## src/rtl/req_ack_4ph_tx_arb_pkg.sv

```systemverilog
// Shared 4-phase req/ack definitions, used by both the transmit and receive sides of the crossing.
package req_ack_pkg;

  typedef enum logic [1:0] {
    IDLE = 2'd0,
    REQ  = 2'd1,
    REL  = 2'd2
  } state_e;

endpackage

```

## src/rtl/req_ack_4ph_tx_arb_if.sv

```systemverilog
// Local producer handshake plus crossing-side signals of the 4-phase transmit controller.
interface req_ack_4ph_tx_arb_if #(
  parameter int N  = 4,
  parameter int DW = 8
);
  localparam int IW = (N > 1) ? $clog2(N) : 1;

  logic [N-1:0]    val;
  logic [N-1:0]    rdy;
  logic [N*DW-1:0] din;
  logic            req;
  logic            ack;
  logic [DW-1:0]   dout;
  logic [IW-1:0]   gnt_id;
  logic            busy;
  logic            to_err;

  modport master (
    output val, din, ack,
    input  rdy, req, dout, gnt_id, busy, to_err
  );

  modport slave (
    input  val, din, ack,
    output rdy, req, dout, gnt_id, busy, to_err
  );
endinterface

```

## src/rtl/req_ack_4ph_tx_arb_rr_arb.sv

```systemverilog
// Combinational round-robin picker: first requester after the last grant wins; the pointer is held by the parent.
module rr_arb #(
  parameter int N  = 4,
  parameter int IW = (N > 1) ? $clog2(N) : 1
) (
  input  logic [N-1:0]  req_vec,
  input  logic [IW-1:0] last,
  input  logic          en,
  output logic [N-1:0]  gnt,
  output logic [IW-1:0] idx
);

  logic found_s;

  // Scan from last+1 modulo N and take the first active request
  always_comb begin
    gnt     = '0;
    idx     = '0;
    found_s = 1'b0;
    for (int k = 1; k <= N; k++) begin
      if (en && !found_s && req_vec[(int'(last) + k) % N]) begin
        gnt[(int'(last) + k) % N] = 1'b1;
        idx                       = IW'((int'(last) + k) % N);
        found_s                   = 1'b1;
      end else begin
        found_s = found_s;
      end
    end
  end

endmodule

```

## src/rtl/req_ack_4ph_tx_arb.sv

```systemverilog
// Transmit side of the 4-phase req/ack crossing: round-robin grant of N producers, stable data bus,
// full req/ack handshake against the synchronized ack, and an ack-timeout pulse.
module req_ack_4ph_tx_arb
  import req_ack_pkg::*;
#(
  parameter int N    = 4,
  parameter int DW   = 8,
  parameter int TO_W = 8
) (
  input logic                 clk_tx,
  input logic                 rst,
  req_ack_4ph_tx_arb_if.slave bus
);

  localparam int            IW      = (N > 1) ? $clog2(N) : 1;
  localparam logic [TO_W-1:0] TO_LAST = TO_W'((1 << TO_W) - 2);

  logic              ack_meta_r;
  logic              ack_s_r;
  state_e            state_r;
  logic              req_r;
  logic              busy_r;
  logic              to_err_r;
  logic [DW-1:0]     dout_r;
  logic [IW-1:0]     gnt_id_r;
  logic [IW-1:0]     last_r;
  logic [TO_W-1:0]   to_cnt_r;
  logic              arb_en_s;
  logic [N-1:0]      gnt_s;
  logic [IW-1:0]     win_s;
  logic              to_hit_s;

  // A stale ack left high by the far side blocks new grants until it falls
  assign arb_en_s = (state_r == IDLE) && !ack_s_r && !rst;
  assign to_hit_s = (to_cnt_r == TO_LAST);

  rr_arb #(.N(N), .IW(IW)) u_arb (
    .req_vec (bus.val),
    .last    (last_r),
    .en      (arb_en_s),
    .gnt     (gnt_s),
    .idx     (win_s)
  );

  assign bus.rdy    = gnt_s;
  assign bus.req    = req_r;
  assign bus.dout   = dout_r;
  assign bus.gnt_id = gnt_id_r;
  assign bus.busy   = busy_r;
  assign bus.to_err = to_err_r;

  // Two-flop synchronizer for the asynchronous ack
  always_ff @(posedge clk_tx or posedge rst) begin
    if (rst) begin
      ack_meta_r <= 1'b0;
      ack_s_r    <= 1'b0;
    end else begin
      ack_meta_r <= bus.ack;
      ack_s_r    <= ack_meta_r;
    end
  end

  // Handshake FSM with data capture and timeout; a timeout only reports, it never aborts the cycle
  always_ff @(posedge clk_tx or posedge rst) begin
    if (rst) begin
      state_r  <= IDLE;
      req_r    <= 1'b0;
      busy_r   <= 1'b0;
      to_err_r <= 1'b0;
      dout_r   <= '0;
      gnt_id_r <= '0;
      last_r   <= IW'(N - 1);
      to_cnt_r <= '0;
    end else begin
      case (state_r)
        IDLE: begin
          to_err_r <= 1'b0;
          to_cnt_r <= '0;
          if (|gnt_s) begin
            dout_r   <= bus.din[int'(win_s)*DW +: DW];
            gnt_id_r <= win_s;
            last_r   <= win_s;
            req_r    <= 1'b1;
            busy_r   <= 1'b1;
            state_r  <= REQ;
          end
        end
        REQ: begin
          if (ack_s_r) begin
            req_r    <= 1'b0;
            state_r  <= REL;
            to_cnt_r <= '0;
            to_err_r <= 1'b0;
          end else begin
            to_cnt_r <= to_hit_s ? '0 : to_cnt_r + TO_W'(1);
            to_err_r <= to_hit_s;
          end
        end
        REL: begin
          if (!ack_s_r) begin
            busy_r   <= 1'b0;
            state_r  <= IDLE;
            to_cnt_r <= '0;
            to_err_r <= 1'b0;
          end else begin
            to_cnt_r <= to_hit_s ? '0 : to_cnt_r + TO_W'(1);
            to_err_r <= to_hit_s;
          end
        end
        default: begin
          state_r  <= IDLE;
          req_r    <= 1'b0;
          busy_r   <= 1'b0;
          to_err_r <= 1'b0;
          to_cnt_r <= '0;
        end
      endcase
    end
  end

endmodule

```

## src/flat_wrapper.sv

```systemverilog
// flat-port wrapper written by rule: the top's interface ports become plain ports
module req_ack_4ph_tx_arb_flat import req_ack_pkg::*;
#(
  parameter int N    = 4,
  parameter int DW   = 8,
  parameter int TO_W = 8
)
  (clk_tx, rst, bus_val, bus_din, bus_ack, bus_rdy, bus_req, bus_dout, bus_gnt_id, bus_busy, bus_to_err);
  req_ack_4ph_tx_arb_if #(.N(N), .DW(DW)) bus_i ();
  input logic clk_tx;
  input logic rst;
  input wire logic [$bits(bus_i.val)-1:0] bus_val;
  input wire logic [$bits(bus_i.din)-1:0] bus_din;
  input wire logic [$bits(bus_i.ack)-1:0] bus_ack;
  output wire logic [$bits(bus_i.rdy)-1:0] bus_rdy;
  output wire logic [$bits(bus_i.req)-1:0] bus_req;
  output wire logic [$bits(bus_i.dout)-1:0] bus_dout;
  output wire logic [$bits(bus_i.gnt_id)-1:0] bus_gnt_id;
  output wire logic [$bits(bus_i.busy)-1:0] bus_busy;
  output wire logic [$bits(bus_i.to_err)-1:0] bus_to_err;
  assign bus_i.val = bus_val;
  assign bus_i.din = bus_din;
  assign bus_i.ack = bus_ack;
  assign bus_rdy = bus_i.rdy;
  assign bus_req = bus_i.req;
  assign bus_dout = bus_i.dout;
  assign bus_gnt_id = bus_i.gnt_id;
  assign bus_busy = bus_i.busy;
  assign bus_to_err = bus_i.to_err;
  req_ack_4ph_tx_arb #(.N(N), .DW(DW), .TO_W(TO_W)) u_core (.clk_tx(clk_tx), .rst(rst), .bus(bus_i));
endmodule
```

## config.mk

```make
export PLATFORM = sky130hd
export DESIGN_NAME = req_ack_4ph_tx_arb_flat
export DESIGN_NICKNAME = d
export VERILOG_FILES = /design/src/rtl/req_ack_4ph_tx_arb_pkg.sv /design/src/rtl/req_ack_4ph_tx_arb_if.sv /design/src/rtl/req_ack_4ph_tx_arb_rr_arb.sv /design/src/rtl/req_ack_4ph_tx_arb.sv /design/src/flat_wrapper.sv
export SDC_FILE = /design/constraint.sdc
export NUM_CORES = 1
export LEC_CHECK = 0
export ABC_AREA = 1
export CORE_MARGIN = 2
export CORE_UTILIZATION = 41
export DETAILED_ROUTE_END_ITERATION = 8
export GPL_ROUTABILITY_DRIVEN = 0
export PLACE_DENSITY = 0.7
export SLEW_MARGIN = 15
export SYNTH_ARGS = -nofsm -noshare
export SYNTH_HDL_FRONTEND = slang
export SYNTH_SLANG_ARGS = --single-unit
```

## constraint.sdc

```tcl
create_clock -name clk_tx -period 3.88 [get_ports clk_tx]
set_input_delay 0.776 -clock clk_tx [delete_from_list [all_inputs] [get_ports clk_tx]]
set_output_delay 0.776 -clock clk_tx [all_outputs]
set_load 0.01 [all_outputs]
```

# Word-level counts from Yosys, hierarchy flattened
# Index checks and enable logic that the tools add are counted.
# totals
n_memories,0
input_bits,39
regBits,27
elab_cells,114
ramBits,0
mem_bits_ro,0
out_inout_bits,17
latch_bits,0
# op_classes
n_mux,47
magnitude_cmp,8
add_sub_neg,5
n_eq_ne,6
reduce_logical,28
n_mul,0
div_mod_pow,0
n_bitwise,9
shift,1
# ops
operator,count
32-bit by 6-bit indexed part select with 8-bit output,1
8-bit two-way mux,3
1-bit two-way mux,20
"3-bit by 4-bit less-than comparator with 1-bit output, second input constant",4
4-bit two-way mux,4
8-bit case mux with 2 select lines,1
2-bit two-way mux,7
1-bit logical AND,13
"3-bit by 1-bit greater-or-equal comparator with 1-bit output, second input constant",4
4-bit OR,3
3-bit AND reduction,3
"8-bit by 1-bit adder with 8-bit output, second input constant",1
1-bit binary-select mux with 2-bit select,4
1-bit demux with 2-bit select,4
"8-bit == test, second input constant",1
2-bit OR reduction,4
1-bit case mux with 3 select lines,2
2-bit case mux with 3 select lines,1
1-bit logical NOT,5
"2-bit by 1-bit adder with 2-bit output, second input constant",2
"2-bit adder, second input constant",2
"1-bit bitwise AND, first input constant",4
"2-bit inequality test, second input constant",2
4-bit OR reduction,1
7 further kinds,8

# Depth between registers and ports, before layout
# Gate-level depths: netlist of the first run.
# depth
word_depth,23
mapped_depth,16
mapped_depth_nobuf,16

# Hierarchy
# A second synthesis of the first run with hierarchy kept.
# unflattened
hier_cells,322
area_unflattened_um2,2129.5
# modules_own_cells
module,cells_each,area_each_um2,seq_area_each_um2,n_inst
req_ack_4ph_tx_arb,239,1632.8,678.2,1
rr_arb,83,496.7,0.0,1

# Least setup slack after synthesis of the first run
# Ideal clock, no wire load.
# synth_path
path_type,input port to output port
startpoint,in rst
endpoint,out bus_rdy[3]
required_ps,3104
slack_ps,868
n_path_buf,0
arrival_time_ps,2236
path_stages,9
path_cell_list,inv_1 -> nand3_1 -> inv_1 -> nand2_1 -> nor2_1 -> nand2_1 -> nand2_1 -> inv_1 -> nand3_1
# synth_via
elab_chain_cells,16
word_cells_on_any_way,22
# synth_lines
item,line,text
from (decl),flat_wrapper.sv:11,input logic rst;
1-bit logical NOT (*),req_ack_4ph_tx_arb.sv:34,assign arb_en_s = (state_r == IDLE) && !ack_s_r && !rst;
1-bit logical AND (*),req_ack_4ph_tx_arb.sv:34,
1-bit logical AND,req_ack_4ph_tx_arb_rr_arb.sv:21,if (en && !found_s && req_vec[(int'(last) + k) % N]) begin
1-bit two-way mux,req_ack_4ph_tx_arb_rr_arb.sv:21,
1-bit logical NOT,req_ack_4ph_tx_arb_rr_arb.sv:21,
1-bit logical AND (2 in a row),req_ack_4ph_tx_arb_rr_arb.sv:21,
1-bit two-way mux,req_ack_4ph_tx_arb_rr_arb.sv:21,
1-bit logical NOT,req_ack_4ph_tx_arb_rr_arb.sv:21,
1-bit logical AND (2 in a row),req_ack_4ph_tx_arb_rr_arb.sv:21,
1-bit two-way mux,req_ack_4ph_tx_arb_rr_arb.sv:21,
1-bit logical NOT,req_ack_4ph_tx_arb_rr_arb.sv:21,
1-bit logical AND (2 in a row),req_ack_4ph_tx_arb_rr_arb.sv:21,
4-bit two-way mux (*),req_ack_4ph_tx_arb_rr_arb.sv:21,
to (decl),flat_wrapper.sv:15,output wire logic [$bits(bus_i.rdy)-1:0] bus_rdy;
# Mark *: on every way between the ends. The rest lies on a longest branch, timed or not.

# Final worst setup path of the first run
# layout_path
startpoint,reg u_core.last_r[0]
endpoint,out bus_rdy[1]
# layout_via
elab_chain_cells,18
word_cells_on_any_way,64
# layout_lines
item,line,text
from (decl),req_ack_4ph_tx_arb.sv:26,logic [IW-1:0] last_r;
from (signal assigned),req_ack_4ph_tx_arb.sv:72,last_r <= IW'(N - 1);
from (signal assigned),req_ack_4ph_tx_arb.sv:82,last_r <= win_s;
branches (longest 17 deep; another with 3-bit by 4-bit less-than comparator with 1-bit output),--,
4-bit two-way mux (*),req_ack_4ph_tx_arb_rr_arb.sv:21,
# Every way passes the cells marked *. The select of a mux whose other input is x is not followed.

==> flow_metrics.env, run 1 <==
export IMPL_fp_row_count=24
export IMPL_pin_count=56
export IMPL_hold_path_class="flop to flop"
export IMPL_synth_seq_cells=27
export IMPL_ant_nets=0
export IMPL_worst_path_most_repeated_cell="nand3_1"
export IMPL_worst_ep_required_time_ns=3.10
export IMPL_dpl_cell_count=370
export IMPL_fin_crit_sh=0.9447
export IMPL_stdcell_count=374
export IMPL_cp_start_kind="flop"
export IMPL_grt_pass1_vias=1806
export IMPL_cts_root_buf="clkbuf_8"
export IMPL_num_fill_cells=433
export IMPL_cap_violations=0
export IMPL_layout_drive_gt1_share=0.08385
export IMPL_clockBufferDepth=2
export IMPL_multi_input_area_um2=1095
export IMPL_postCtsResizedCells=0
export IMPL_grt_overflow_total=0
export IMPL_grt_pass1_wl_mm=7.935
export IMPL_cts_setup_buffers=0
export IMPL_antenna_cells=0
export IMPL_skew_ns=0.007442
export IMPL_min_path_cells=0
export IMPL_num_vias=1880
export IMPL_synth_area_um2=1891
export IMPL_synthCells=264
export IMPL_die_x_um=71.91
export IMPL_path_buf_inv=3
export IMPL_antenna_found_initial=0
export IMPL_maxSlewHeadroom=0.7219
export IMPL_syn_avg_cell_area_um2=7.161
export IMPL_coreArea_um2=4384
export IMPL_cts_hold_buffers_added=0
export IMPL_power_leakage_nw=1.183
export IMPL_cpMaxStageDelayCell="dfstp_2"
export IMPL_dp_hpwl_mm=3.552
export IMPL_layout_common_cells="86 x nand2_1, 57 x nand3_1, 55 x clkdlybuf4s50_1"
export IMPL_power_density_nw_per_um2=492.7
export IMPL_drt_first_pass_iters=4
export IMPL_ys_warnings_count=0
export IMPL_max_freq_mhz=272.8
export IMPL_crit_arrival_ns=2.89
export IMPL_r2r_cells=13
export IMPL_critPathKind="flop to output port"
export IMPL_grt_setup_unrepaired="false"
export IMPL_cts_max_level=1
export IMPL_start_util=0.4312
export IMPL_setup_tns_ns=0
export IMPL_final_common_cell="nand2_1"
export IMPL_finish_net_count=375
export IMPL_path_depth=10
export IMPL_clock_latency_ns=0.27
export IMPL_die_area_um2=5170
export IMPL_drv_slew=0
export IMPL_die_h_um=71.91
export IMPL_vias_per_cell=5.027
export IMPL_regArea_um2=678.2
export IMPL_tritoncts="done"
export IMPL_clock_sinks=27
export IMPL_synth_fp_nets=316
export IMPL_grt_max_degree=28
export IMPL_place_ws_ns=0.5011
export IMPL_tightest_slew_ns=0.4171
export IMPL_outcome="complete, no violations"
export IMPL_synth_distinct_cells=29
export IMPL_drt_total_wl_mm=4.662
export IMPL_cts_clk_slew_worst_paths_ns=0.09
export IMPL_crit_fanout=10
export IMPL_drc=0
export IMPL_ir_worst_vdd_mv=0.3390
export IMPL_cts_buffers=3
export IMPL_hold_violations=0
export IMPL_grt_total_usage=0.1868
export IMPL_fin_ws_ns=0.2145
export IMPL_wl_per_cell_um=12.47
export IMPL_area_growth_pct=34.68
export IMPL_setup_viol=0
export IMPL_crit_path_end_kind="output port"
export IMPL_critPathMaxStageDelay_ns=0.66
export IMPL_cp_top_family="buffers and inverters"
export IMPL_crit_chain="inv_2 -> ha_1 -> inv_1 -> nand3_1 -> nand2_2 -> nand3_4 -> nor2_2 -> nand2_1 -> nand3_1 -> clkdlybuf4s50_1"
export IMPL_detail_route_iter0_violations=93
export IMPL_ys_seq_area_frac=0.3587
export IMPL_io_buffers=55
export IMPL_period_needed_ns=3.665
[registers in the layout (all words and copies together), names as in the netlist, 2 cells and up]
name               flops
u_core.state_r         2
u_core.bus.dout        8
u_core.last_r          2
u_core.bus.gnt_id      2
u_core.to_cnt_r        8
[through the flow]
step / cell area (um2) / utilization / hold slack (ns) / total power (W)
2_1_floorplan: 1891 / - / 0.3312 / 0.0008466
4_1_cts: 2546 / 0.5808 / 0.3556 / 0.001268
3_3_place_gp: 2497 / 0.5696 / 0.3351 / 0.001096
6_report: 2546 / 0.5808 / 0.3554 / 0.001254
3_5_place_dp: 2497 / 0.5696 / 0.3347 / 0.001104
5_1_grt: 2546 / 0.5808 / 0.3665 / 0.001371
[cell type report]
cell class | count | area share
timing repair buffer | 58 | 0.2251
tap | 52 | 0.02555
multi-input combinational | 210 | 0.4300
clock inverter | 1 | 0.002948
inverter | 23 | 0.03391
clock buffer | 3 | 0.01622
sequential | 27 | 0.2663
[power breakdown]
| group | leakage, nW | switching (W) | total (W) | internal, W |
|---|---|---|---|---|
| clock network | 0.0217 | 0.0000876 | 0.000160 | 0.0000728 |
| registers | 0.349 | 0.0000548 | 0.000416 | 0.000361 |
| logic | 0.812 | 0.000395 | 0.000678 | 0.000283 |
| total | 1.18 | 0.000537 | 0.00125 | 0.000717 |
[synthesized netlist by cell type]
master	n	area [um2]
nor3_1	4	20.02
buf_4	2	15.01
o21ai_0	3	15.01
nand3_4	1	17.52
nand4_1	5	31.28
ha_1	13	162.7
o21ai_2	2	17.52
a31oi_1	1	6.260
dfrtp_1	25	625.6
buf_2	1	5.000
a21oi_1	3	15.01
nor2_1	19	71.32
xnor2_1	2	17.52
nand3_2	2	20.02
nand2_4	1	11.26
inv_1	19	71.32
o21bai_1	1	7.510
a21oi_2	1	8.760
nand2_2	4	25.02
nor2_2	2	12.51
clkinv_1	1	3.750
dfstp_2	2	52.55
nand2_1	86	322.8
a31o_2	1	8.760
nand3_1	57	285.3
inv_2	3	11.26
nor2_4	1	11.26
buf_6	1	11.26
nor3b_1	1	7.510
[final timing paths]
path | from | end | slack (ns)
hold / removal | u_core.ack_meta_r$_DFF_PP0_ | u_core.ack_s_r$_DFF_PP0_ | 0.36
hold reg to reg | u_core.ack_meta_r$_DFF_PP0_ | u_core.ack_s_r$_DFF_PP0_ | 0.36
setup / recovery | u_core.last_r[0]$_DFFE_PP1P_ | bus_rdy[1] | 0.21
min in group asynchronous | rst | u_core.bus.dout[3]$_DFFE_PP0P_ | 0.91
max in group asynchronous | rst | u_core.last_r[0]$_DFFE_PP1P_ | 2.67
setup reg to reg | u_core.last_r[0]$_DFFE_PP1P_ | u_core.bus.dout[1]$_DFFE_PP0P_ | 0.96
[layer usage]
layer,up-vias,GRT usage,part of all wire,routed length (um)
met5,-,0,0,0
met4,0,0.03774,0.0041,19
met3,2,0.04167,0.064,298
met2,39,0.3025,0.46,2152
met1,858,0.2593,0.47,2191
li1,981,-,-,-
[cells by family (layout without fill, tap and decap cells)]
logic type | after synthesis | count (layout) | share of synthesized area
compound gates | 12 | 12 | 0.04170
xor+xnor | 2 | 2 | 0.009267
fa+ha+maj | 13 | 13 | 0.08604
buf+inv | 27 | 85 | 0.06220
flops | 27 | 27 | 0.3587
simple gates | 183 | 183 | 0.4421
Power figures use the tool's default switching activity.
==> inputs of run 2 (changes only) <==
ABC_AREA = not set   (was 1)
CTS_BUF_LIST = sky130_fd_sc_hd__clkbuf_16   (was not set)
==> flow_metrics.env, run 2 <==
export IMPL_fin_ws_ns=0.1100
export IMPL_fp_row_count=24
export IMPL_tightest_slew_ns=0.9452
export IMPL_syn_avg_cell_area_um2=11.51
export IMPL_yosys_area_share_adder=0.08615
export IMPL_grt_overflow_total=0
export IMPL_netlist_top_cells_area="dfrtp_1 33%, mux4_2 9.5%, ha_1 8.6%"
export IMPL_tritoncts="done"
export IMPL_setup_tns_ns=0
export IMPL_pin_count=56
export IMPL_ant_nets=0
export IMPL_met3WireLength_um=104
export IMPL_critPathMaxStageDelay_ns=0.53
export IMPL_io_buffers=55
export IMPL_grt_pass1_vias=1428
export IMPL_synthCells=164
export IMPL_hold_violations=0
export IMPL_grt_pass1_wl_mm=6.955
export IMPL_vias_per_cell=5.353
export IMPL_netlist_area_leader_share=0.3313
export IMPL_crit_fanout=6
export IMPL_path_depth=8
export IMPL_cts_clk_slew_worst_paths_ns=0.07
export IMPL_coreArea_um2=4384
export IMPL_antenna_found_initial=0
export IMPL_final_common_cell="clkdlybuf4s50_1"
export IMPL_cpMaxStageDelayCell="dfstp_2"
export IMPL_synth_edf_count=0
export IMPL_die_h_um=71.86
export IMPL_clock_sinks=27
export IMPL_synthTopCellsByCount="25 x dfrtp_1, 13 x ha_1, 11 x nor2_1"
export IMPL_skew_ns=0.003541
export IMPL_ys_dominant_reg_cell="dfrtp_1"
export IMPL_cp_top_family="buffers and inverters"
export IMPL_hold_path_class="flop to flop"
export IMPL_finish_net_count=284
export IMPL_clockBufferDepth=2
export IMPL_power_density_nw_per_um2=640.9
export IMPL_worst_ep_required_time_ns=3.10
export IMPL_synth_seq_cells=27
export IMPL_grt_setup_unrepaired="false"
export IMPL_ys_warnings_count=0
export IMPL_crit_chain="inv_1 -> ha_4 -> mux4_1 -> nand2b_1 -> nor4_2 -> buf_4 -> a221o_1 -> clkdlybuf4s50_1"
export IMPL_setup_viol=0
export IMPL_die_x_um=71.86
export IMPL_ir_worst_vdd_mv=0.3884
export IMPL_dp_hpwl_mm=3.229
export IMPL_cts_hold_buffers_added=0
export IMPL_fin_crit_sh=0.9717
export IMPL_die_area_um2=5164
export IMPL_period_needed_ns=3.770
export IMPL_drv_slew=0
export IMPL_r2r_cells=13
export IMPL_min_path_cells=0
export IMPL_cp_start_kind="flop"
export IMPL_layout_drive_gt1_share=0.2078
export IMPL_met1Wirelength_mm=1.958
export IMPL_power_leakage_nw=1.137
export IMPL_fin_area_um2=2691
export IMPL_drc=0
export IMPL_drt_total_wl_mm=4.395
export IMPL_detail_route_iter0_violations=112
export IMPL_drt_first_pass_iters=4
export IMPL_clock_latency_ns=0.26
export IMPL_dr_wl_met2_mm=2.305
export IMPL_cts_buffers=3
export IMPL_start_util=0.4307
export IMPL_async_flop_share=1.000
export IMPL_crit_arrival_ns=2.99
export IMPL_synth_top_family_by_area="multiplexers"
export IMPL_synthMuxAreaShare=0.2372
export IMPL_topRoutingLayerUsed="met4"
export IMPL_synth_area_um2=1888
export IMPL_maxSlewHeadroom=0.3660
export IMPL_synth_compound_area_frac=0.09278
export IMPL_synth_fp_nets=216
export IMPL_grt_total_usage=0.1701
export IMPL_max_freq_mhz=265.3
export IMPL_grt_max_degree=28
export IMPL_antenna_cells=0
export IMPL_synth_most_common_cell="dfrtp_1"
export IMPL_place_area_um2=2531
export IMPL_num_vias=1515
export IMPL_outcome="complete, no violations"
export IMPL_place_ws_ns=0.02014
export IMPL_cts_max_level=1
export IMPL_num_fill_cells=367
export IMPL_cap_violations=0
export IMPL_wl_per_cell_um=15.53
export IMPL_ys_seq_area_frac=0.3592
export IMPL_synth_distinct_cells=41
export IMPL_path_buf_inv=3
export IMPL_synthXorXnorAreaFrac=0.02783
export IMPL_critPathKind="flop to output port"
export IMPL_post_synth_top_area_cell="dfrtp_1"
export IMPL_yosys_area_share_simple=0.1332
export IMPL_area_growth_pct=42.54
export IMPL_layout_common_cells="51 x clkdlybuf4s50_1, 25 x dfrtp_1, 14 x buf_4"
export IMPL_crit_path_end_kind="output port"
export IMPL_cts_root_buf="clkbuf_16"
-- run 2: metal layers --
metal,up-vias,global-route usage
met5,-,0
met4,0,0.03145
met3,4,0.03376
met2,17,0.2809
met1,747,0.2355
li1,747,-
-- run 2: per-stage QoR --
step | instances | util | total power (W) | hold slack [ns]
3_3_place_gp | 276 | 0.5773 | 0.001392 | 0.3336
4_1_cts | 280 | 0.5962 | 0.001654 | 0.3515
6_report | 283 | 0.6139 | 0.001725 | 0.3493
3_5_place_dp | 276 | 0.5773 | 0.001413 | 0.3347
2_1_floorplan | 164 | - | 0.001138 | 0.3312
5_1_grt | 283 | 0.6139 | 0.001857 | 0.3719
-- run 2: logic make-up after synthesis --
kind of cell	after synthesis
AOI/OAI and AO/OA	26
muxes	26
buffers and inverters	18
adders and majority gates	13
xor gates and xnor gates	6
and+or+nand+nor	48
DFF	27
-- run 2: timing repair --
action,CTS,global route
setup buffers,0,2
resized for setup,0,8
endpoints found under the setup margin,0,4
endpoints found under the hold margin,0,0
-- run 2: power by group --
| part | internal [W] | total, W | switching [W] |
|---|---|---|---|
| registers | 0.000379 | 0.000430 | 0.0000515 |
| logic | 0.000566 | 0.00106 | 0.000490 |
| clock network | 0.000140 | 0.000238 | 0.0000978 |
| total | 0.00109 | 0.00172 | 0.000639 |
-- run 2: final timing paths --
kind | from | to | slack (ns)
min | u_core.ack_meta_r$_DFF_PP0_ | u_core.ack_s_r$_DFF_PP0_ | 0.35
max in group asynchronous | rst | u_core.bus.dout[1]$_DFFE_PP0P_ | 2.50
min reg2reg | u_core.ack_meta_r$_DFF_PP0_ | u_core.ack_s_r$_DFF_PP0_ | 0.35
max reg2reg | u_core.last_r[0]$_DFFE_PP1P_ | u_core.bus.dout[6]$_DFFE_PP0P_ | 0.42
min in group asynchronous | rst | u_core.bus.req$_DFFE_PP0P_ | 0.94
max | u_core.last_r[0]$_DFFE_PP1P_ | bus_rdy[0] | 0.11
-- run 2: final cells by class --
class | instances | area (um2) | area share
clock buffers | 3 | 75.07 | 0.02789
clock inverters | 1 | 7.507 | 0.002789
inverters | 10 | 37.54 | 0.01395
multi-input cells | 120 | 1142 | 0.4245
flip-flops and latches | 27 | 678.2 | 0.2520
well taps | 52 | 65.06 | 0.02417
repair buffers | 70 | 685.7 | 0.2548
